**src/rtl/conv_pkg.sv**
```systemverilog
// Shared constants, FSM state type and window bit-index helper for the
// layer-1 convolution window sequencer.
// Latency: n/a (declarations only). Backpressure: n/a.
package conv_pkg;

  localparam int F             = 28;      // feature width/height, must be even
  localparam int B             = 8;       // pixel width
  localparam int K             = 3;       // kernel size, fixed
  localparam int OF            = F / 2;   // stride-2 output size
  localparam int WIN_PER_FRAME = OF * OF;

  typedef enum logic [1:0] {
    IDLE = 2'd0,
    RUN  = 2'd1,
    DONE = 2'd2
  } state_t;

  // LSB position of window element (wr,wc) in the flattened window bus.
  function automatic int win_idx(input int wr, input int wc);
    return (wr * K + wc) * B;
  endfunction

endpackage

```
**src/rtl/conv_line_buffer.sv**
```systemverilog
// One-row delay line: an F-deep, B-wide shift register advanced on en.
// Latency: dout is the sample written DEPTH enables earlier (exactly one image row).
// Backpressure: none; the owner gates en with its pixel handshake.
// Ports: clk, rst (sync, high), clr (sync frame clear), en (shift), din, dout.
module conv_line_buffer
  import conv_pkg::*;
#(
  parameter int DEPTH = F,
  parameter int W     = B
) (
  input  logic         clk,
  input  logic         rst,
  input  logic         clr,
  input  logic         en,
  input  logic [W-1:0] din,
  output logic [W-1:0] dout
);

  logic [W-1:0] mem [DEPTH];

  // Clearing at frame start makes rows above the image read as zero.
  always_ff @(posedge clk) begin
    if (rst || clr) begin
      for (int i = 0; i < DEPTH; i++) mem[i] <= '0;
    end else if (en) begin
      mem[0] <= din;
      for (int i = 1; i < DEPTH; i++) mem[i] <= mem[i-1];
    end
  end

  assign dout = mem[DEPTH-1];

endmodule

```
**src/rtl/conv_l1_window_ctrl.sv**
```systemverilog
// Layer-1 conv sequencer: raster pixels in, zero-padded (top/left) stride-2 3x3 windows out, 196 per frame.
// Latency: a window is presented one cycle after the handshake of its bottom-right pixel (odd row, odd col).
// Backpressure: a stalled window holds o_window/o_window_valid and drops o_pixel_ready until it is taken.
// Ports: i_clk, i_rst (sync, high), i_start, i_pixel/i_pixel_valid/o_pixel_ready,
//        o_window/o_window_valid/i_window_ready, o_busy, o_frame_done.
// Optional build macro CONV_CTRL_PERF_EN adds o_stall_cnt (saturating count of stalled RUN cycles).
module conv_l1_window_ctrl
  import conv_pkg::*;
(
  input  logic             i_clk,
  input  logic             i_rst,
  input  logic             i_start,
  input  logic [B-1:0]     i_pixel,
  input  logic             i_pixel_valid,
  output logic             o_pixel_ready,
  output logic [K*K*B-1:0] o_window,
  output logic             o_window_valid,
  input  logic             i_window_ready,
  output logic             o_busy,
  output logic             o_frame_done
`ifdef CONV_CTRL_PERF_EN
  ,
  output logic [15:0]      o_stall_cnt
`endif
);

  localparam logic [4:0] COL_LAST  = 5'(F - 1);
  localparam logic [9:0] PIX_TOTAL = 10'(F * F);
  localparam logic [7:0] WIN_LAST  = 8'(WIN_PER_FRAME - 1);

  state_t           state;
  logic [4:0]       row;
  logic [4:0]       col;
  logic [9:0]       pix_cnt;
  logic [7:0]       win_cnt;
  logic [B-1:0]     win     [K][K];   // [wr][wc], wr=0 is the oldest row
  logic [B-1:0]     win_nxt [K][K];
  logic [K*K*B-1:0] win_flat;
  logic [B-1:0]     lb1_dout;         // row r-1
  logic [B-1:0]     lb2_dout;         // row r-2
  logic             pix_hs;
  logic             win_hs;
  logic             start_frame;

  assign start_frame   = (state == IDLE) && i_start;
  assign o_pixel_ready = (state == RUN) && !(o_window_valid && !i_window_ready)
                         && (pix_cnt < PIX_TOTAL);
  assign pix_hs        = i_pixel_valid && o_pixel_ready;
  assign win_hs        = o_window_valid && i_window_ready;

  conv_line_buffer #(.DEPTH(F), .W(B)) u_lb1 (
    .clk  (i_clk),
    .rst  (i_rst),
    .clr  (start_frame),
    .en   (pix_hs),
    .din  (i_pixel),
    .dout (lb1_dout)
  );

  conv_line_buffer #(.DEPTH(F), .W(B)) u_lb2 (
    .clk  (i_clk),
    .rst  (i_rst),
    .clr  (start_frame),
    .en   (pix_hs),
    .din  (lb1_dout),
    .dout (lb2_dout)
  );

  // Window after this pixel: shift columns left, new column on the right.
  // At col 0 the middle column stands for col -1 (left padding) and is zeroed.
  always_comb begin
    for (int r = 0; r < K; r++) begin
      for (int c = 0; c < K; c++) win_nxt[r][c] = win[r][c];
    end
    for (int r = 0; r < K; r++) begin
      win_nxt[r][0] = (col == '0) ? '0 : win[r][1];
      win_nxt[r][1] = (col == '0) ? '0 : win[r][2];
    end
    win_nxt[0][2] = lb2_dout;
    win_nxt[1][2] = lb1_dout;
    win_nxt[2][2] = i_pixel;
  end

  for (genvar r = 0; r < K; r++) begin : g_row
    for (genvar c = 0; c < K; c++) begin : g_col
      assign win_flat[win_idx(r, c) +: B] = win_nxt[r][c];
    end
  end

  always_ff @(posedge i_clk) begin
    if (i_rst) begin
      state          <= IDLE;
      o_busy         <= 1'b0;
      o_frame_done   <= 1'b0;
      o_window       <= '0;
      o_window_valid <= 1'b0;
      row            <= '0;
      col            <= '0;
      pix_cnt        <= '0;
      win_cnt        <= '0;
      for (int r = 0; r < K; r++) begin
        for (int c = 0; c < K; c++) win[r][c] <= '0;
      end
    end else begin
      case (state)
        IDLE: begin
          if (i_start) begin
            state   <= RUN;
            o_busy  <= 1'b1;
            row     <= '0;
            col     <= '0;
            pix_cnt <= '0;
            win_cnt <= '0;
          end
        end
        RUN: begin
          if (win_hs && (win_cnt == WIN_LAST)) begin
            state        <= DONE;
            o_busy       <= 1'b0;
            o_frame_done <= 1'b1;
          end
        end
        DONE: begin
          state        <= IDLE;
          o_frame_done <= 1'b0;
        end
        default: begin
          state        <= IDLE;
          o_busy       <= 1'b0;
          o_frame_done <= 1'b0;
        end
      endcase

      if (pix_hs) begin
        win     <= win_nxt;
        pix_cnt <= pix_cnt + 10'd1;
        if (col == COL_LAST) begin
          col <= '0;
          row <= row + 5'd1;
        end else begin
          col <= col + 5'd1;
        end
      end

      if (win_hs) win_cnt <= win_cnt + 8'd1;

      // A new emission may coincide with the handshake of the previous window;
      // it simply replaces it, so there is no bubble.
      if (pix_hs && row[0] && col[0]) begin
        o_window       <= win_flat;
        o_window_valid <= 1'b1;
      end else if (win_hs) begin
        o_window_valid <= 1'b0;
      end
    end
  end

`ifdef CONV_CTRL_PERF_EN
  always_ff @(posedge i_clk) begin
    if (i_rst || start_frame) begin
      o_stall_cnt <= '0;
    end else if ((state == RUN) && o_window_valid && !i_window_ready
                 && (o_stall_cnt != 16'hFFFF)) begin
      o_stall_cnt <= o_stall_cnt + 16'd1;
    end
  end
`endif

endmodule
```
**config.mk**
```make
export PLATFORM = sky130hd
export DESIGN_NAME = conv_l1_window_ctrl
export DESIGN_NICKNAME = d
export VERILOG_FILES = /design/src/rtl/conv_pkg.sv /design/src/rtl/conv_line_buffer.sv /design/src/rtl/conv_l1_window_ctrl.sv
export SDC_FILE = /design/constraint.sdc
export NUM_CORES = 1
export LEC_CHECK = 0
export ABC_AREA = 1
export CAP_MARGIN = 20
export CORE_MARGIN = 5
export CORE_UTILIZATION = 65
export DETAILED_ROUTE_END_ITERATION = 16
export PLACE_DENSITY = 0.84
export SYNTH_ARGS = -nofsm -noshare
export SYNTH_HDL_FRONTEND = slang
export SYNTH_HIERARCHICAL = 1
export SYNTH_SLANG_ARGS = --single-unit
```
**constraint.sdc**
```tcl
create_clock -name i_clk -period 17.8 [get_ports i_clk]
set_clock_uncertainty 0.1 [all_clocks]
set_input_delay 3.56 -clock i_clk [delete_from_list [all_inputs] [get_ports i_clk]]
set_output_delay 3.56 -clock i_clk [all_outputs]
set_load 0.005 [all_outputs]
```
After elaboration in Yosys (flattened, before gate mapping)
Memories as Yosys holds them, arrays and structs flattened.
Cells that the tools add are included.
W data, S select, Z words.
Storage, ports and cells
  register bits: 153
  bits in writable memories: 448
  bits of input ports: 13
  output and inout bits: 76
  logic and storage cells: 201
  memories: 2
Cells by class
  $add $sub $neg: 4
  order comparisons: 1
  equality and inequality tests: 6
  mux-type cells: 91
  bitwise logic cells: 58
  reduce and logical (&&, ||, !) cells: 24
Memories
  u_lb1.mem: depth 28, bits a word 8, read ports 28, clocked after memory_dff 0, wr ports 28, line conv_line_buffer.sv:19  | logic [W-1:0] mem [DEPTH];
  u_lb2.mem: depth 28, bits a word 8, read ports 28, clocked after memory_dff 0, wr ports 28, line conv_line_buffer.sv:19
Operator list (number)
  $mux W8: 65
  $or A1 B1 Y1: 56
  $mux W5: 8
  $mux W10: 3
  $add A10 B1 Y10 const B: 1
  $add A5 B1 Y5 const B: 2
  $lt A10 B10 Y1 const B: 1
  $mux W1: 10
  $reduce_bool A2 Y1: 5
  $logic_and A1 B1 Y1: 9
  $add A8 B1 Y8 const B: 1
  $eq A8 B8 Y1 const B: 1
  $reduce_and A2 Y1: 4
  $eq A5 B5 Y1 const B: 1
  $logic_not A5 Y1: 1
  $mux W2: 2
  $pmux W2 S2: 1
  $pmux W1 S3: 1
  $reduce_and A3 Y1: 1
  $eq A2 B1 Y1 const B: 1
  $eq A2 B2 Y1 const B: 1
  $logic_not A1 Y1: 2
  $logic_not A2 Y1: 1
  $ne A2 B1 Y1 const B: 1
  4 further kinds: 5

Longest topological paths before layout
Gate-level depths: netlist (run 1).
  depth after elaboration: 10
  gate-level depth with buffers: 11
  mapped depth without buffers: 9

Modules after synthesis
Netlist (run 1), hierarchy kept.
Modules (own cells, without submodules)
  conv_line_buffer: times used 2, cells an instance 708, area each 8650.8 µm², seq. area each 6726.5 µm²
  conv_l1_window_ctrl: times used 1, cells an instance 817, area each 6025.8 µm², seq. area each 2982.9 µm²

Least setup slack after synthesis (run 1)
Ideal clock, no wire load.
  kind: input -> register
  from: input i_window_ready
  to: memory u_lb1/mem[0][0] (netlist bit) (enable)
  arrival time: 7.950 ns
  data required time: 15.950 ns
  path slack: 8.000 ns
  cell stages on the path: 8
  path through: nor2_1 nor2_4 nand3_4 clkinv_2 buf_6 buf_6 inv_1 nand2_1
RTL lines
  start: declaration: line conv_l1_window_ctrl.sv:18  | input logic i_window_ready,
  end: declaration: line conv_line_buffer.sv:19

Worst setup path after layout (run 1)
  from: input i_window_ready
  to: output o_pixel_ready
On the way
  cells in the longest elaborated chain, start to end: 5
Ends and longest elaborated chain
  $logic_not A1 Y1: line conv_l1_window_ctrl.sv:46  | assign o_pixel_ready = (state == RUN) && !(o_window_valid && !i_window_ready)
  $logic_and A1 B1 Y1: line conv_l1_window_ctrl.sv:46
  $logic_not A1 Y1: line conv_l1_window_ctrl.sv:46
  $logic_and A1 B1 Y1: line conv_l1_window_ctrl.sv:46
  $logic_and A1 B1 Y1: line conv_l1_window_ctrl.sv:47  | && (pix_cnt < PIX_TOTAL);
  end: declaration: line conv_l1_window_ctrl.sv:15  | output logic o_pixel_ready,
Every way passes these cells.

==> flow_summary.ini, run 1 <==
[cts]
ctsHoldBuffers = 0
cts_tree = done
worstSkewPairLatency_ns = 0.59
cts.clk_slew.worst_paths_ns = 0.06
cts.repair.resized = 0
numCtsBuffers = 56
clockBufferDepth = 3
htreeDepth = 2
cts_setup_buffers = 0
clock_sinks = 597
cts-root-buf = clkbuf_16

[min_path]
holdCritPathClass = flop to flop
hold_end = win[49]
min_path_cells = 2
hold_start = win[49]

[global_route]
overflow = 0
grt_pass1_vias = 14100
grt_pass1_wl_um = 68500
antenna_found_initial = 0
grt.total_usage_pct = 21.1
grt_max_degree = 96

[finish]
diodes = 0
drive_gt1_share_pct = 5.12
final_nets = 2292
final_util_pct = 73.8
area_growth_pct = 12.2
finalInstanceArea_sq_um = 26200

[sta]
finalHoldViolations = 0
worst_hold_slack_ns = 0.355
setup_tns_ns = 0
clock.fmax_mhz = 117
fin_crit_ns = 8.56
tightest_slew_ns = 1.13
relSlewSlack_pct = 24.6
fin_crit_sh_pct = 48.1
rsz0062_at_grt = false
slew_violations = 0
setup-violations-final = 0

[synth]
synth_ff_type = edfxtp_1
synth-compound-area-share_pct = 4.38
netlist_area_sq_um = 23300
synthAdderAreaFrac_pct = 0.215
synth_top_area_cell = edfxtp_1
synth_edf_count = 448
syn_nets = 2250
ys_ff_latch = 597
synth_area_leaders = edfxtp_1 (58%), dfxtp_1 (13%), inv_1 (8.4%)
synth-xor-area-share_pct = 0
seq_area_frac_synth_pct = 70.5
async_flop_share_pct = 0
yosysUniqueCellTypes = 26
postSynthCellCount = 2233
synth_area_per_cell_sq_um = 10.4
synth_simple_gate_area_share_pct = 13.5
yosysWarningCount = 6
synthMuxAreaShare_pct = 0
synth_top_area_share_pct = 57.7
synth_top_family_by_area = simple AND/OR/NAND/NOR gates

[routing]
ant_nets = 0
dr.pass1.iters = 5
post-route-drc-count = 0
wirelength_um = 42600
dr.first_iter.drc_count = 1316
wire_per_inst_um = 15.3
drt-vias-per-instance = 5.21
via_count = 14500

[floorplan]
ioPinCount = 89
die_x_um = 199
die_y_um = 199
rows = 69
design.die.area_sq_um = 39800
start_util_pct = 65.7
core-area_sq_um = 35500

[worst_setup_path]
crit_required_ns = 14.14
critical_path_arrival_ns = 4.90
r2r-start = pix_cnt[5]
critPathLaunchType = input port
crit_fanout = 3
r2r-end = u_lb1/mem[2][13]
worst_setup_path_end_kind = output pin
reg2regPathDepth = 9
critPathKind = input port to output pin
reg2reg_slack_ns = 13.15

[place]
post_dp_cell_area_sq_um = 24200
dpl.hpwl_um = 23300
gp_congestion = 0.802
port_buffers = 88

[pwr]
leakage_nw = 10.0
ir_drop_v = 0.000104
powerDensity_nw_per_um2 = 113

[job]
cap_violations = 0

[status]
outcome = completed
==> cells in the mapped netlist, types with 5 or more instances <==
library cell / count
a21oi_1: 146
buf_1: 6
buf_2: 46
buf_4: 18
buf_6: 17
clkbuf_1: 32
dfxtp_1: 149
edfxtp_1: 448
inv_1: 520
inv_2: 5
nand2_1: 146
nand3_1: 104
nor2_1: 518
nor3_1: 5
o21ai_0: 52
==> cell families (layout without fill, tap and decap cells) <==
logic type	Yosys count	after routing
simple gates	785	785
buf+inv	645	734
flops	597	597
compound gates	202	202
fa+ha+maj	4	4
==> critical path: stages <==
cell and delay (ns):
clkdlybuf4s50_1 0.47, nor2_1 0.08, nor2_4 0.16, nand2_1 0.08, inv_1 0.06, clkdlybuf4s50_1 0.49
==> worst max-delay path by stage <==
stage | startpoint | to | slack, ns | cells after the start
floorplan | i_window_ready | u_lb1/mem[0][0] | 8.00 | 8
global placement | i_window_ready | o_pixel_ready | 9.22 | 6
detailed placement | i_window_ready | o_pixel_ready | 9.24 | 6
CTS | i_window_ready | o_pixel_ready | 9.23 | 6
global route | i_window_ready | o_pixel_ready | 9.17 | 6
finish | i_window_ready | o_pixel_ready | 9.24 | 6
==> registers in the layout, indices dropped and copies added (netlist names) <==
signal          cells
u_lb1/mem         224
u_lb2/mem         224
o_window           72
win                48
pix_cnt            10
win_cnt             8
col                 5
state               2
o_busy              1
o_frame_done        1
o_window_valid      1
row                 1
==> layout by cell type (no fill, tap or decap), drive strengths merged <==
cell type,netlist,routed
nor3,5,5
bufinv,0,4
a21o,2,2
clkbuf,32,81
nand3,105,105
dfxtp,149,149
nand4,3,3
nor2,521,521
edfxtp,448,448
o31ai,1,1
a21oi,146,146
a22oi,1,1
o21ai,52,52
clkinv,1,17
buf,87,16
ha,4,4
nor4,1,1
clkdlybuf4s50,0,87
clkinvlp,0,1
nand2,150,150
inv,525,528
==> final cells by class <==
cell class,count,area [sq um]
inverters,526,1980
multi-input cells,991,4250
well taps,461,577
clock buffers,81,1650
clock inverters,24,251
repair buffers,103,1030
flip-flops and latches,597,16400
fillers,2050,9310
==> stage by stage <==
step	worst slack (ns)	power, W	instances
detailed placement	9.24	0.00177	2676
floorplan	8.00	0.00175	2233
global route	9.17	0.00306	2783
CTS	9.23	0.00298	2781
finish	9.24	0.00296	2783
global placement	9.22	0.00176	2676
==> routing by layer <==
| metal | part of all wire [%] | track usage (%) | up-vias |
|---|---|---|---|
| met3 | 6.2 | 3.30 | 96 |
| li1 | - | - | 6997 |
| met2 | 50 | 35.9 | 517 |
| met4 | 2.7 | 7.57 | 0 |
| met1 | 41 | 28.1 | 6898 |
| met5 | 0 | 0 | - |
==> power by group <==
group          total (W)  internal [W]  switching, W
sequential       0.00162       0.00159     0.0000290
clock            0.00121      0.000707      0.000503
combinational   0.000127     0.0000284     0.0000985
Power figures use the tool's default switching activity.
==> run 2, diff against run 1 <==
--- a/config.mk
+++ b/config.mk
@@ -8,9 +8,9 @@
 export ABC_AREA = 1
 export CAP_MARGIN = 20
 export CORE_MARGIN = 5
-export CORE_UTILIZATION = 65
+export CORE_UTILIZATION = 55
 export DETAILED_ROUTE_END_ITERATION = 16
-export PLACE_DENSITY = 0.84
+export PLACE_DENSITY = 0.76
 export SYNTH_ARGS = -nofsm -noshare
 export SYNTH_HDL_FRONTEND = slang
 export SYNTH_HIERARCHICAL = 1
==> constraint.sdc (replaced) <==
create_clock -name i_clk -period 7.3 [get_ports i_clk]
set_clock_uncertainty 0.1 [all_clocks]
set_input_delay 1.46 -clock i_clk [delete_from_list [all_inputs] [get_ports i_clk]]
set_output_delay 1.46 -clock i_clk [all_outputs]
set_load 0.005 [all_outputs]
==> run 2 against run 1 <==
Compared with the run above: via count down 3.5%; critical path depth rose by 3; first-iteration DRC count grew 6.2%; global-route usage is 4.1 points lower; sequential share of layout area decreased by 0.21 points; register-to-register slack got worse by 9.9 ns; wire length shrank 5.8%; combinational power up 140%; worst setup slack got worse by 6.8 ns; cell area up 0.33%; power grew 140%; final cell count increased by 2.9%.
==> flow_summary.ini, run 2 (same netlist as run 1, synthesis figures left out) <==
[pwr]
netSwitchingPower_w = 0.00152
powerDensity_nw_per_um2 = 273
ir_drop_v = 0.000259
pwr-share-clk_pct = 40.7
p_int_w = 0.00565
leakage_nw = 9.98
power_frac_seq_pct = 55.0
p_sw_share_pct = 21.2
p_comb_share_pct = 4.2

[status]
outcome = completed

[finish]
diodes = 0
area_growth_pct = 12.6
drive_gt1_share_pct = 4.99
reg.largest.list = u_lb1/mem: 224 flops, u_lb2/mem: 224 flops, o_window: 72 flops
final-instance-count-excl-fill = 2863
final_nets = 2294
mostFrequentLayoutCells = inv_1 (520), nor2_1 (518), edfxtp_1 (448), dfxtp_1 (149), a21oi_1 (146)
final_common_cell = inv_1

[min_path]
holdCritPathClass = flop to flop

[sta]
finalHoldViolations = 0
fin_crit_sh_pct = 66.6
clock.fmax_mhz = 206
slew_violations = 0
tightest_slew_ns = 1.06
setup_tns_ns = 0
setup-violations-final = 0
rsz0062_at_grt = false
relSlewSlack_pct = 29.2
fin_crit_ns = 4.86

[cts]
worstSkewPairLatency_ns = 0.62
clockBufferDepth = 3
cts.clk_slew.worst_paths_ns = 0.06
cts_tree = done
numCtsBuffers = 57
cts-root-buf = clkbuf_16
cts.repair.resized = 0
htreeDepth = 2
ctsHoldBuffers = 0
cts_setup_buffers = 0
clock_sinks = 597

[floorplan]
design.die.area_sq_um = 46600
rows = 75
die_y_um = 216
core-area_sq_um = 41900
die_x_um = 216
ioPinCount = 89
start_util_pct = 55.6

[routing]
via_count = 14000
post-route-drc-count = 0
wirelength_um = 40100
wire_per_inst_um = 14.0
drt-vias-per-instance = 4.89
ant_nets = 0
dr.first_iter.drc_count = 1398
dr.pass1.iters = 5

[worst_setup_path]
critPathLaunchType = input port
crit_fanout = 124
crit_path_frequent_cell = buf_4
crit_buf_inv = 5
critPathKind = input port to flop
worst_setup_path_end_kind = flop
crit_required_ns = 7.42
worst_path_max_delay_cell = buf_4
cpPeakStageDelay_ns = 0.76
path_cells = clkdlybuf4s50_1, nor2_1, nor2_4, nand3_4, clkinv_2, buf_4, inv_1, nand2_8, buf_4
cp_top_family = buffers and inverters
critical_path_arrival_ns = 4.98

[place]
dpl.hpwl_um = 23700
port_buffers = 88
place.detailed.instances = 2757
gp_congestion = 0.752

[job]
cap_violations = 0

[global_route]
grt_max_degree = 125
grt_pass1_vias = 13600
grt.total_usage_pct = 17.0
grt_pass1_wl_um = 66100
overflow = 0
antenna_found_initial = 0
==> run 2: cell count changes in the layout (fill, tap and decap cells not counted), moves of 2 or more <==
cell       delta
bufinv_16     +3
clkinv_8      +2
buf_16        -2
clkbuf_2      -2
clkinv_1      +5
buf_12        +2
clkinv_2      +3
nand2_8       +2
inv_16        -2
clkbuf_16     -3
nand2_4       -2
clkbuf_8      -6
==> run 2: final cells by class <==
cell class / count / area, sq um
clock inverters: 36 / 399
inverters: 526 / 1980
flip-flops and latches: 597 / 16400
repair buffers: 104 / 1020
fillers: 3161 / 15700
clock buffers: 70 / 1490
multi-input cells: 991 / 4270
well taps: 539 / 674
==> run 2: power by group through the flow <==
stage               registers, W  logic, W  clock network (W)
floorplan                0.00401  0.000244                  0
global placement         0.00401  0.000295                  0
detailed placement       0.00402  0.000305                  0
CTS                      0.00395  0.000308            0.00300
global route             0.00396  0.000349            0.00314
finish                   0.00395  0.000304            0.00292
==> run 2: worst paths after layout <==
path | slack [ns] | depth (start not counted) | end | startpoint
worst max-delay path | 2.44 | 9 | u_lb2/mem[3][15] | i_window_ready
worst min-delay path | 0.35 | 2 | win[60] | win[60]
worst max register to register | 3.23 | 9 | u_lb2/mem[3][15] | pix_cnt[5]
worst min register to register | 0.35 | 2 | win[60] | win[60]
==> run 2: layer usage <==
layer | global-route usage (%) | share of wire [%]
met1 | 23.0 | 44
met2 | 28.6 | 49
met3 | 2.59 | 4.2
met4 | 5.72 | 2.5
met5 | 0 | 0
==> run 2: metrics by stage <==
stage | hold WS [ns] | instance area (sq um) | setup slack, ns | utilization, % | power [W]
floorplan | 0.330 | 23300 | 1.87 | - | 0.00425
detailed placement | 0.346 | 24400 | 1.88 | 58.1 | 0.00432
global placement | 0.338 | 24400 | 1.92 | 58.1 | 0.00430
CTS | 0.355 | 26300 | 2.53 | 62.6 | 0.00725
global route | 0.370 | 26300 | 2.18 | 62.6 | 0.00746
finish | 0.353 | 26300 | 2.44 | 62.6 | 0.00717
==> run 2: tightest hold or removal path: stages (launching register included) <==
cell and delay [ns]:
dfxtp_1 0.30, inv_1 0.06, a21oi_1 0.05
